File: config.mk
export PLATFORM = sky130hd
export DESIGN_NAME = irq_arbiter
export DESIGN_NICKNAME = d
export VERILOG_FILES = /design/src/rtl/irq_arbiter.sv
export SDC_FILE = /design/constraint.sdc
export NUM_CORES = 1
export LEC_CHECK = 0
export ABC_CLOCK_PERIOD_IN_PS = 5570
export BUFFER_PORTS_ARGS = -buffer_cell sky130_fd_sc_hd__buf_2
export CAP_MARGIN = 30
export CORE_MARGIN = 3
export CORE_UTILIZATION = 35
export DETAILED_ROUTE_END_ITERATION = 10
export PLACE_DENSITY = 0.64
export SLEW_MARGIN = 20
export SYNTH_ARGS = -nofsm -noshare
export SYNTH_HDL_FRONTEND = slang
export SYNTH_SLANG_ARGS = --single-unit
File: constraint.sdc
create_clock -name clk -period 5.57 [get_ports clk]
set_clock_uncertainty 0.2 [all_clocks]
set_input_delay 0.557 -clock clk [delete_from_list [all_inputs] [get_ports clk]]
set_output_delay 0.557 -clock clk [all_outputs]
set_load 0.01 [all_outputs]
File: src/rtl/irq_arbiter.sv
// Fixed-priority interrupt arbiter with memory-mapped ENABLE/PENDING/MODE/ACTIVE registers.
// Optional software trigger register at offset 4 when IRQ_ARBITER_SWTRIG_EN is defined.
module irq_arbiter #(
  parameter int unsigned NUM_SRC        = 8,
  parameter logic [15:0] BASE_ADDR      = 16'h1010,
  parameter int unsigned HOLDOFF_CYCLES = 2
) (
  input  logic               clk,
  input  logic               rst_n,
  input  logic [NUM_SRC-1:0] src_irq,
  input  logic [15:0]        io_address,
  input  logic [7:0]         io_wdata,
  input  logic               io_we,
  input  logic               io_re,
  output logic [7:0]         io_rdata,
  output logic               cpu_irq,
  input  logic               cpu_irq_clr
);

  localparam logic [7:0] SRC_MASK  = 8'((9'd1 << NUM_SRC) - 9'd1);
  localparam logic [3:0] HOLD_INIT = 4'(HOLDOFF_CYCLES);

  typedef enum logic [1:0] {
    S_IDLE,
    S_ASSERT,
    S_HOLDOFF
  } state_e;

  state_e     state_q;
  logic [7:0] en_q, pend_q, mode_q, src_q, rdata_q;
  logic [2:0] active_id_q;
  logic       active_valid_q;
  logic       irq_q;
  logic [3:0] hold_q;

  logic [7:0] src_ext, en_d, mode_d, pend_d, pend_set, pend_clr, req, rd_val;
  logic [2:0] win_id;
  logic       sel_en, sel_pend, sel_mode, sel_act, ack, withdraw;

  assign src_ext  = 8'(src_irq) & SRC_MASK;
  assign sel_en   = (io_address == BASE_ADDR);
  assign sel_pend = (io_address == BASE_ADDR + 16'd1);
  assign sel_mode = (io_address == BASE_ADDR + 16'd2);
  assign sel_act  = (io_address == BASE_ADDR + 16'd3);
`ifdef IRQ_ARBITER_SWTRIG_EN
  logic sel_sw;
  assign sel_sw   = (io_address == BASE_ADDR + 16'd4);
`endif

  always_comb begin
    en_d   = en_q;
    mode_d = mode_q;
    if (io_we && sel_en)   en_d   = io_wdata & SRC_MASK;
    if (io_we && sel_mode) mode_d = io_wdata & SRC_MASK;

    pend_set = (src_ext & ~src_q & mode_q) | (src_ext & ~mode_q);
`ifdef IRQ_ARBITER_SWTRIG_EN
    if (io_we && sel_sw) pend_set = pend_set | io_wdata;
`endif
    pend_clr = '0;
    if (io_we && sel_pend) pend_clr = io_wdata;
    ack = (state_q == S_ASSERT) && cpu_irq_clr;
    if (ack) pend_clr[active_id_q] = 1'b1;
    // set terms are OR'd after the clear so a same-cycle set wins
    pend_d = ((pend_q & ~pend_clr) | pend_set) & SRC_MASK;

    // withdraw looks at next-state values so the request drops at the write edge
    withdraw = !en_d[active_id_q] || !pend_d[active_id_q];

    req    = pend_q & en_q;
    win_id = '0;
    for (int unsigned i = 8; i > 0; i--) begin
      if (req[i-1]) win_id = 3'(i - 1);
    end

    rd_val = '0;
    if (sel_en)   rd_val = en_q;
    if (sel_pend) rd_val = pend_q;
    if (sel_mode) rd_val = mode_q;
    if (sel_act)  rd_val = {active_valid_q, 4'b0000, active_id_q};
  end

  always_ff @(posedge clk) begin
    if (!rst_n) begin
      state_q        <= S_IDLE;
      en_q           <= '0;
      pend_q         <= '0;
      mode_q         <= '0;
      src_q          <= '0;
      rdata_q        <= '0;
      active_id_q    <= '0;
      active_valid_q <= 1'b0;
      irq_q          <= 1'b0;
      hold_q         <= '0;
    end else begin
      en_q   <= en_d;
      mode_q <= mode_d;
      pend_q <= pend_d;
      src_q  <= src_ext;
      if (io_re) rdata_q <= rd_val;

      case (state_q)
        S_IDLE: begin
          if (|req) begin
            active_id_q    <= win_id;
            active_valid_q <= 1'b1;
            irq_q          <= 1'b1;
            state_q        <= S_ASSERT;
          end else begin
            active_id_q    <= '0;
            active_valid_q <= 1'b0;
          end
        end
        S_ASSERT: begin
          if (cpu_irq_clr) begin
            irq_q   <= 1'b0;
            hold_q  <= HOLD_INIT;
            state_q <= S_HOLDOFF;
          end else if (withdraw) begin
            irq_q          <= 1'b0;
            active_valid_q <= 1'b0;
            active_id_q    <= '0;
            state_q        <= S_IDLE;
          end
        end
        S_HOLDOFF: begin
          hold_q <= hold_q - 4'd1;
          if (hold_q <= 4'd1) state_q <= S_IDLE;
        end
        default: state_q <= S_IDLE;
      endcase
    end
  end

  assign io_rdata = rdata_q;
  assign cpu_irq  = irq_q;

endmodule

==> results of run 1 <==
==> power by group <==
group	switching [uW]	internal, uW
logic	34.4	24.5
registers	5.75	372
clock network	124	146
total	164	542
==> cells by family (layout without fill, tap and decap cells) <==
kind of cell | count (synthesis) | count (layout) | synth area share [%]
AO/OA/AOI/OAI | 92 | 92 | 23.2
XOR/XNOR | 1 | 1 | 0.317
adder cells (fa/ha/maj) | 2 | 2 | 0.904
buffers and inverters | 29 | 63 | 4.48
flip-flops | 51 | 51 | 36.9
multiplexers | 15 | 15 | 7.24
AND/OR/NAND/NOR | 146 | 146 | 26.9
==> metrics by stage <==
| step | instances | worst slack (ns) |
|---|---|---|
| final | 469 | 2.68 |
| after global routing | 469 | 2.54 |
| after CTS | 469 | 2.73 |
| after detailed placement | 461 | 2.43 |
| after global placement | 461 | 2.41 |
| after floorplan | 336 | 3.05 |
==> final timing paths <==
path,from,endpoint,cells past startpoint
worst min-delay path,src_irq[2],src_q[2],2
worst max-delay path,io_address[13],active_id_q[2],8
worst max register to register,active_id_q[0],active_id_q[2],7
worst min register to register,io_rdata[7],io_rdata[7],2
==> cell type report <==
type | instances | area share [%]
clock buffer | 6 | 2.62
clock inverter | 2 | 1.11
inverter | 9 | 1.07
multi-input combinational | 256 | 51.5
sequential | 51 | 32.4
tap | 99 | 3.93
timing repair buffer | 46 | 7.39
==> metal layers <==
metal	track usage (%)	wire [um]
met1	24.8	3560
met2	28.7	3630
met3	3.51	651
met4	5.53	121
met5	0	0
==> cell usage after synthesis (all sizes together) (6+ instances only) <==
cell,number,area [um2]
nand2b,6,37.5
and2,10,62.6
a21oi,30,150
a211oi,6,50.1
mux2i,11,110
inv,9,33.8
dfxtp,51,1020
nand2,43,161
o21ai,11,55.1
clkbuf,11,41.3
buf,9,48.8
nor2,35,131
nand3,14,70.1
==> flip-flops by register name, indices dropped and copies added (netlist names) <==
signal and flops:
active_valid_q 1, src_q 8, mode_q 8, en_q 8, pend_q 8, active_id_q 3
cpu_irq 1, hold_q 4, state_q 2, io_rdata 8
==> out/qor.txt, run 1 <==
post-cts repair resize count = 0
CTS tree = done
delay-heaviest family, CP = simple AND/OR/NAND/NOR gates
cells after synthesis = 336
CP max stage cell = and4_1
Final TNS setup = 0 ns
most common cell after layout, fill and taps aside = dfxtp_1
sequential area share after synthesis = 36.9%
FP Rows = 31
sequential cell area = 1020 um2
placed instance area = 3030 um2
post-route cell area = 3150 um2
Critical Path, Cell by Cell = buf_2, nor4b_1, and4_1, a22oi_1, o21ai_0, and4_1, o31ai_2, a22o_1
ys flop type = dfxtp_1
Slew Limit Fails = 0
port bufs = 45
largest net degree at the start of global routing = 38
Initial Util = 37.1%
period utilization = 51.8%
CTS Sinks = 51
first-pass GRT wire length = 12,700 um
Tightest Pin Transition = 0.886 ns
Syn. warnings = 0
DRT iter0 DRCs = 255
initial antenna violation count = 0
normalized max-slew margin = 40.8%
most frequent cells in the layout = dfxtp_1, buf_2, nand2_1, nor2_1, a21oi_1
syn_nets = 375
Clk Latency, worst-skew pair = 0.31 ns
status = finished clean
DR vias = 2,690
Detailed Route WL = 7960 um
CTS Hold Bufs = 0
Setup CP Type = in2reg
clk buf depth = 2
Clock Pin Slew Worst Setup and Hold Paths = 0.09 ns
Post-Syn Area per Cell = 8.23 um2
cell mode on critical path = and4_1
Layout fillers = 764
FMAX = 347 MHz
Post-synth ARST share = 0%
CP Data Arrival Time = 2.89 ns
die area = 9010 um2
final critical-path required period = 2.89 ns
Hold Violations, Final = 0
Critical Path Fanout Max = 17
RSZ-0062 raised after global routing = false
Area Overhead vs Synth = 13.9%
Post-synth EDFFs = 0
vias in the first global route = 2,511
Hold Slack = 0.253 ns
IO Pins = 46
type of origin of the critical path = primary input
Final nets = 408
number of distinct library cells after synthesis = 58
die height = 94.9 um
Worst Hold Class = in2reg
post-DP HPWL = 5650 um
Critical Path RT = 5.57 ns
synthesized flop and latch total = 51
post-CTS setup buffer count = 0
post-route ant nets = 0
WL per Instance = 17.0 um
pwr dens = 224 nW/um2
Die X-Extent = 94.9 um
Pre-antenna DRT Iters = 6
DRC = 0
ANT cells = 0
routability cong. = 0.902
average vias per placed instance = 5.74
Buffers & Inverters on Critical Path = 1
Setup Viol. Count Final = 0
total grt overflow = 0
core area = 7450 um2
Leak = 0.00129 uW
number of max-cap violations = 0
Tot GR Track Use = 18.1%
FF-to-FF setup slack = 2.72 ns
PnR Total Power = 706 uW
Core Util, Final = 42.3%
Syn Std Cell Area = 2770 um2
worst vdd ir = 0.0000997 V
root buffer cell = clkbuf_8
H-tree Lvls = 2
Worst Setup End Kind = flip-flop
area of the multi-input gates = 1620 um2
share of cells above drive strength 1 = 18.1%
Worst path max stage delay = 0.68 ns
Num CTS Buffers = 5
Power figures use the tool's default switching activity.
==> run 2: changes to the inputs <==
Settings changed: ABC_CLOCK_PERIOD_IN_PS 5570 to 2900.
Clock period 5.57 ns to 2.9 ns, I/O delays scaled along.
==> run 2 against run 1 <==
Hold slack got worse by 0.19 ns. Via count rose by 2.6%. Design area increased by 4.4%. First-iteration DRC count is 5.9% higher. Clock-buffer cell count did not move. Utilization grew 1.9 points. Cell count increased by 3.4%. Non-clock buffer count up 16. Die area unchanged.
==> out/qor.txt, run 2 (synthesis gave the netlist of run 1 again) <==
Critical Path RT = 2.91 ns (was 5.57 ns)
WL per Instance = 16.7 um (was 17.0 um)
delay-heaviest family, CP = compound AO/OA/AOI/OAI gates (was simple AND/OR/NAND/NOR gates)
Initial Util = 37.1% (unchanged)
type of origin of the critical path = primary input (unchanged)
CTS tree = done (unchanged)
post-cts repair resize count = 0 (unchanged)
Setup CP Type = in2reg (unchanged)
Pint = 1050 uW (was 542 uW)
Net Sw Frac = 23.5% (was 23.2%)
largest net degree at the start of global routing = 38 (unchanged)
period utilization = 93.5%
pwr dens = 417 nW/um2 (was 224 nW/um2)
Worst Setup End Kind = flip-flop (unchanged)
Critical Path, Cell by Cell = dlygate4sd3_1, buf_2, a21boi_1, a2111oi_0, or4_1, a211oi_2, o211ai_2, o311a_1, o221a_1 (was buf_2, nor4b_1, and4_1, a22oi_1, o21ai_0, and4_1, o31ai_2, a22o_1)
Layout fillers = 773 (was 764)
final critical-path required period = 2.71 ns
PnR Total Power = 1370 uW (was 706 uW)
Hold Slack = 0.0677 ns (was 0.253 ns)
clk buf depth = 2 (unchanged)
Clk Latency, worst-skew pair = 0.31 ns (about the same)
first-pass GRT wire length = 13,500 um (was 12,700 um)
most common cell after layout, fill and taps aside = dfxtp_1 (unchanged)
ANT cells = 0 (unchanged)
total grt overflow = 0 (unchanged)
Clock Pin Slew Worst Setup and Hold Paths = 0.09 ns (about the same)
Num CTS Buffers = 5 (unchanged)
port bufs = 45 (unchanged)
status = finished clean (unchanged)
root buffer cell = clkbuf_8 (unchanged)
RSZ-0062 raised after global routing = false (unchanged)
post-DP HPWL = 5940 um (was 5650 um)
share of cells above drive strength 1 = 19.4% (was 18.1%)
core area = 7450 um2 (unchanged)
Critical Path Fanout Max = 3 (was 17)
power share of the sequential group = 52.8% (was 53.5%)
Clock power frac = 38.0% (was 38.2%)
average vias per placed instance = 5.69 (was 5.74)
Area Overhead vs Synth = 19.0% (was 13.9%)
Worst Hold Class = in2reg (unchanged)
Final TNS setup = 0 ns (unchanged)
number of max-cap violations = 0 (unchanged)
Slew Limit Fails = 0 (unchanged)
Setup Viol. Count Final = 0 (unchanged)
Pre-antenna DRT Iters = 5 (was 6)
Detailed Route WL = 8100 um (was 7960 um)
CTS Sinks = 51 (unchanged)
CP max stage cell = dlygate4sd3_1 (was and4_1)
combinational share of power = 9.2% (was 8.3%)
Die X-Extent = 94.9 um (unchanged)
FMAX = 369 MHz
sequential cell area = 1020 um2 (unchanged)
worst vdd ir = 0.000186 V (was 0.0000997 V)
CP Data Arrival Time = 2.72 ns (was 2.89 ns)
most frequent cells in the layout = dfxtp_1, buf_2, nand2_1, nor2_1, a21oi_1 (unchanged)
Tot GR Track Use = 19.2% (was 18.1%)
FP Rows = 31 (unchanged)
post-route ant nets = 0 (unchanged)
Final nets = 424 (was 408)
area of the multi-input gates = 1620 um2 (unchanged)
IO Pins = 46 (unchanged)
Hold Violations, Final = 0 (unchanged)
initial antenna violation count = 0 (unchanged)
placed cell count = 469 (was 461)
H-tree Lvls = 2 (unchanged)
Leak = 0.00136 uW (was 0.00129 uW)
Final Non-Filler Cells = 485 (was 469)
Tightest Pin Transition = 0.676 ns (was 0.886 ns)
routability cong. = 0.979 (was 0.902)
die height = 94.9 um (unchanged)
die area = 9010 um2 (unchanged)
Net Sw Power = 322 uW (was 164 uW)
Worst path max stage delay = 0.52 ns (was 0.68 ns)
Buffers & Inverters on Critical Path = 2 (was 1)
vias in the first global route = 2,684 (was 2,511)
DRT iter0 DRCs = 270 (was 255)
DRC = 0 (unchanged)
DR vias = 2,761 (was 2,690)
normalized max-slew margin = 54.9% (was 40.8%)
-- run 2: metrics by stage --
step           instance area (um2)  utilization, %  setup slack, ns
2_1_floorplan                 2770               -            0.592
3_5_place_dp                  3090            41.5            0.216
6_report                      3290            44.2            0.188
3_3_place_gp                  3090            41.5            0.283
4_1_cts                       3290            44.2            0.193
5_1_grt                       3290            44.2           0.0414
-- run 2: final cells by class --
cell class                      count  area share (%)
Sequential cell                    51            31.0
Tap cell                           99            3.76
Multi-Input combinational cell    256            49.3
Inverter                            9            1.03
Clock inverter                      2            1.06
Clock buffer                        6            2.51
Timing Repair Buffer               62            11.3
-- run 2: repair_timing --
item	in CTS	in global routing
buffers inserted	0	0
hold buffers	8	0
hold endpoints to repair	8	0
-- run 2: path summary, 6_finish.rpt --
path / from / to / slack, ns / cells after the start
min reg2reg: io_rdata[7] / io_rdata[7] / 0.27 / 2
min: io_wdata[3] / en_q[3] / 0.07 / 3
max reg2reg: active_id_q[1] / cpu_irq / 0.26 / 7
max: src_irq[2] / cpu_irq / 0.19 / 9
-- run 2: power by group through the flow --
stage / Clock [uW] / Sequential [uW] / Combinational (uW)
finish: 521 / 724 / 126
CTS: 533 / 724 / 125
global route: 561 / 726 / 139
floorplan: 0 / 737 / 61.8
global placement: 0 / 740 / 115
detailed placement: 0 / 740 / 117
-- run 2: worst register-to-register path: stages, from the launching register on --
cell and delay (ns):
dfxtp_1 0.57, nand2b_1 0.30, a2111oi_0 0.10, or4_1 0.43
a211oi_2 0.26, o211ai_2 0.15, o311a_1 0.30, o221a_1 0.23
-- run 2: per-layer routing --
layer	up-vias	GRT usage, %	routed length [um]
met5	-	0	0
met3	14	3.67	631
met2	117	29.4	3650
met4	0	7.09	179
met1	1299	26.6	3640
li1	1331	-	-
==> run 3: changes to the inputs <==
Settings changed: ABC_AREA from default to 1.
==> run 3 against run 2 <==
Clock power down 24%. Die area down 1.6%. Worst setup slack better by 0.51 ns. Critical endpoint unchanged. Highest routed layer unchanged.
==> out/qor.txt, run 3 <==
status = finished clean (unchanged)
setup ws final = 0.697 ns (was 0.188 ns)
Clock Pin Slew Worst Setup and Hold Paths = 0.09 ns (about the same)
ANT cells = 0 (unchanged)
Final nets = 488 (was 424)
GR Util met3 = 2.72% (was 3.67%)
RSZ-0062 raised after global routing = false (unchanged)
Final TNS setup = 0 ns (unchanged)
Worst Setup End Kind = flip-flop (unchanged)
final critical-path required period = 2.20 ns (was 2.71 ns)
WL per Instance = 13.7 um (was 16.7 um)
GR Layer Usage met1 = 25.1% (was 26.6%)
Critical Path Fanout Max = 11 (was 3)
sequential area share after synthesis = 37.5% (was 36.9%)
Net Sw Power = 297 uW (was 322 uW)
global routing's busiest layer = met2 (unchanged)
Syn Std Cell Area = 2720 um2 (was 2770 um2)
Area Overhead vs Synth = 17.3% (was 19.0%)
Layout fillers = 801 (was 773)
Pint = 927 uW (was 1050 uW)
Post-Syn Area per Cell = 6.83 um2 (was 8.23 um2)
vias in the first global route = 2,604 (was 2,684)
Detailed Route WL = 7530 um (was 8100 um)
Synth area leaders = dfxtp_1, nand2_1, a21oi_1 (unchanged)
port bufs = 45 (unchanged)
Syn. warnings = 0 (unchanged)
Tot GR Track Use = 18.1% (was 19.2%)
IO Pins = 46 (unchanged)
CTS Hold Bufs = 8 (unchanged)
Clk Latency, worst-skew pair = 0.30 ns (was 0.31 ns)
total grt overflow = 0 (unchanged)
count leader, synth = nand2_1 (was dfxtp_1)
CP max stage cell = dfxtp_1 (was dlygate4sd3_1)
dpl ws = 0.572 ns (was 0.216 ns)
CTS tree = done (unchanged)
H-tree Lvls = 2 (unchanged)
Hold Slack = 0.0675 ns (was 0.0677 ns)
root buffer cell = clkbuf_8 (unchanged)
placed cell count = 533 (was 469)
first-pass GRT wire length = 12,700 um (was 13,500 um)
period utilization = 76.0% (was 93.5%)
Slew Limit Fails = 0 (unchanged)
Pre-antenna DRT Iters = 5 (unchanged)
Net Sw Frac = 24.3% (was 23.5%)
synthesized flop and latch total = 51 (unchanged)
DRC = 0 (unchanged)
pwr dens = 383 nW/um2 (was 417 nW/um2)
Final Non-Filler Cells = 549 (was 485)
clk buf depth = 2 (unchanged)
PnR Total Power = 1220 uW (was 1370 uW)
most common cell after layout, fill and taps aside = nand2_1 (was dfxtp_1)
initial antenna violation count = 0 (unchanged)
Leak = 0.00146 uW (was 0.00136 uW)
worst vdd ir = 0.000190 V (was 0.000186 V)
Post-synth EDFFs = 0 (unchanged)
Critical Path, Cell by Cell = inv_1, nand2_1, nor2_1, buf_4, a31oi_1, nand2_1, nand2_1, nand2_1, nand3_1, nand2_1, nor2_1, nand3_1, a21oi_1, nor2_1 (was dlygate4sd3_1, buf_2, a21boi_1, a2111oi_0, or4_1, a211oi_2, o211ai_2, o311a_1, o221a_1)
type of origin of the critical path = flip-flop (was primary input)
die area = 8870 um2 (was 9010 um2)
cell mode on critical path = nand2_1
Hold Violations, Final = 0 (unchanged)
DRT iter0 DRCs = 273 (was 270)
die height = 94.2 um (was 94.9 um)
core area = 7410 um2 (was 7450 um2)
post-CTS setup buffer count = 0 (unchanged)
cells after synthesis = 398 (was 336)
CTS Sinks = 51 (unchanged)
Num CTS Buffers = 5 (unchanged)
post-DP HPWL = 5620 um (was 5940 um)
normalized max-slew margin = 65.1% (was 54.9%)
combinational share of power = 9.0% (was 9.2%)
Worst path max stage delay = 0.33 ns (was 0.52 ns)
Commonest cells post-synth = nand2_1, dfxtp_1, inv_1 (was dfxtp_1, nand2_1, nor2_1)
power share of the sequential group = 58.8% (was 52.8%)
Die X-Extent = 94.2 um (was 94.9 um)
Setup CP Type = reg2reg (was in2reg)
Critical Path RT = 2.90 ns (was 2.91 ns)
CP Data Arrival Time = 2.21 ns (was 2.72 ns)
post-route ant nets = 0 (unchanged)
number of max-cap violations = 0 (unchanged)
FP Rows = 31 (unchanged)
Post-synth ARST share = 0% (unchanged)
DR vias = 2,800 (was 2,761)
top cell type's share of synthesized area = 37.5% (was 36.9%)
routability cong. = 0.946 (was 0.979)
FMAX = 454 MHz (was 369 MHz)
most frequent cells in the layout = nand2_1, dfxtp_1, buf_2, inv_1, a21oi_1 (was dfxtp_1, buf_2, nand2_1, nor2_1, a21oi_1)
Setup Viol. Count Final = 0 (unchanged)
Tightest Pin Transition = 0.517 ns (was 0.676 ns)
syn_nets = 437 (was 375)
Clock power frac = 32.2% (was 38.0%)
share of cells above drive strength 1 = 16.7% (was 19.4%)
average vias per placed instance = 5.10 (was 5.69)
number of distinct library cells after synthesis = 35 (was 58)
largest net degree at the start of global routing = 33 (was 38)
Initial Util = 36.7% (was 37.1%)
cell taking the most area after synthesis = dfxtp_1 (unchanged)
Worst Hold Class = in2reg (unchanged)
grt met2 use = 28.3% (was 29.4%)
ys flop type = dfxtp_1 (unchanged)
post-cts repair resize count = 0 (unchanged)
FF-to-FF setup slack = 0.70 ns (was 0.26 ns)
run 3: layout make-up:
type	count	area [um2]	share of cell area, %
sequential	51	1020	32.0
clock buffer	7	76.3	2.39
multi-input combinational	288	1460	45.8
timing repair buffer	56	328	10.3
clock inverter	1	5.00	0.157
tap	99	124	3.88
inverter	47	176	5.53
run 3: layer usage:
layer  part of all wire (%)  up-vias
met2                     45      114
li1                       -     1424
met5                      0        -
met1                     46     1251
met3                    7.0       11
met4                    1.8        0
run 3: cells by family after synthesis:
| group | Yosys count | synth area share [%] |
|---|---|---|
| buffers and inverters | 59 | 8.74 |
| AND/OR/NAND/NOR | 209 | 35.8 |
| AO/OA/AOI/OAI | 77 | 17.0 |
| flip-flops | 51 | 37.5 |
| adder cells (fa/ha/maj) | 2 | 0.920 |
run 3: final timing paths:
kind                     from     endpoint  depth (start not counted)
hold / removal    io_wdata[6]    mode_q[6]                          3
hold reg to reg   io_rdata[0]  io_rdata[0]                          2
setup reg to reg   state_q[1]      cpu_irq                         14
setup / recovery   state_q[1]      cpu_irq                         14
run 3: per-stage QoR:
step	cell area, um2	util [%]
2_1_floorplan	2720	-
3_3_place_gp	3030	40.9
3_5_place_dp	3030	40.9
4_1_cts	3190	43.1
5_1_grt	3190	43.1
6_report	3190	43.1
run 3: power by group through the flow:
stage	clock, uW	combinational (uW)	sequential, uW
after floorplan	0	56.8	734
after global placement	0	102	737
after detailed placement	0	103	736
after CTS	412	111	720
after global routing	446	124	721
final	394	110	720
run 3: worst max-delay path, delay by kind of cell, from the launching register on:
family,cells,cell delay [ns]
buffers and inverters,2,0.23
AO/OA/AOI/OAI,2,0.30
flip-flops,1,0.33
AND/OR/NAND/NOR,10,1.02
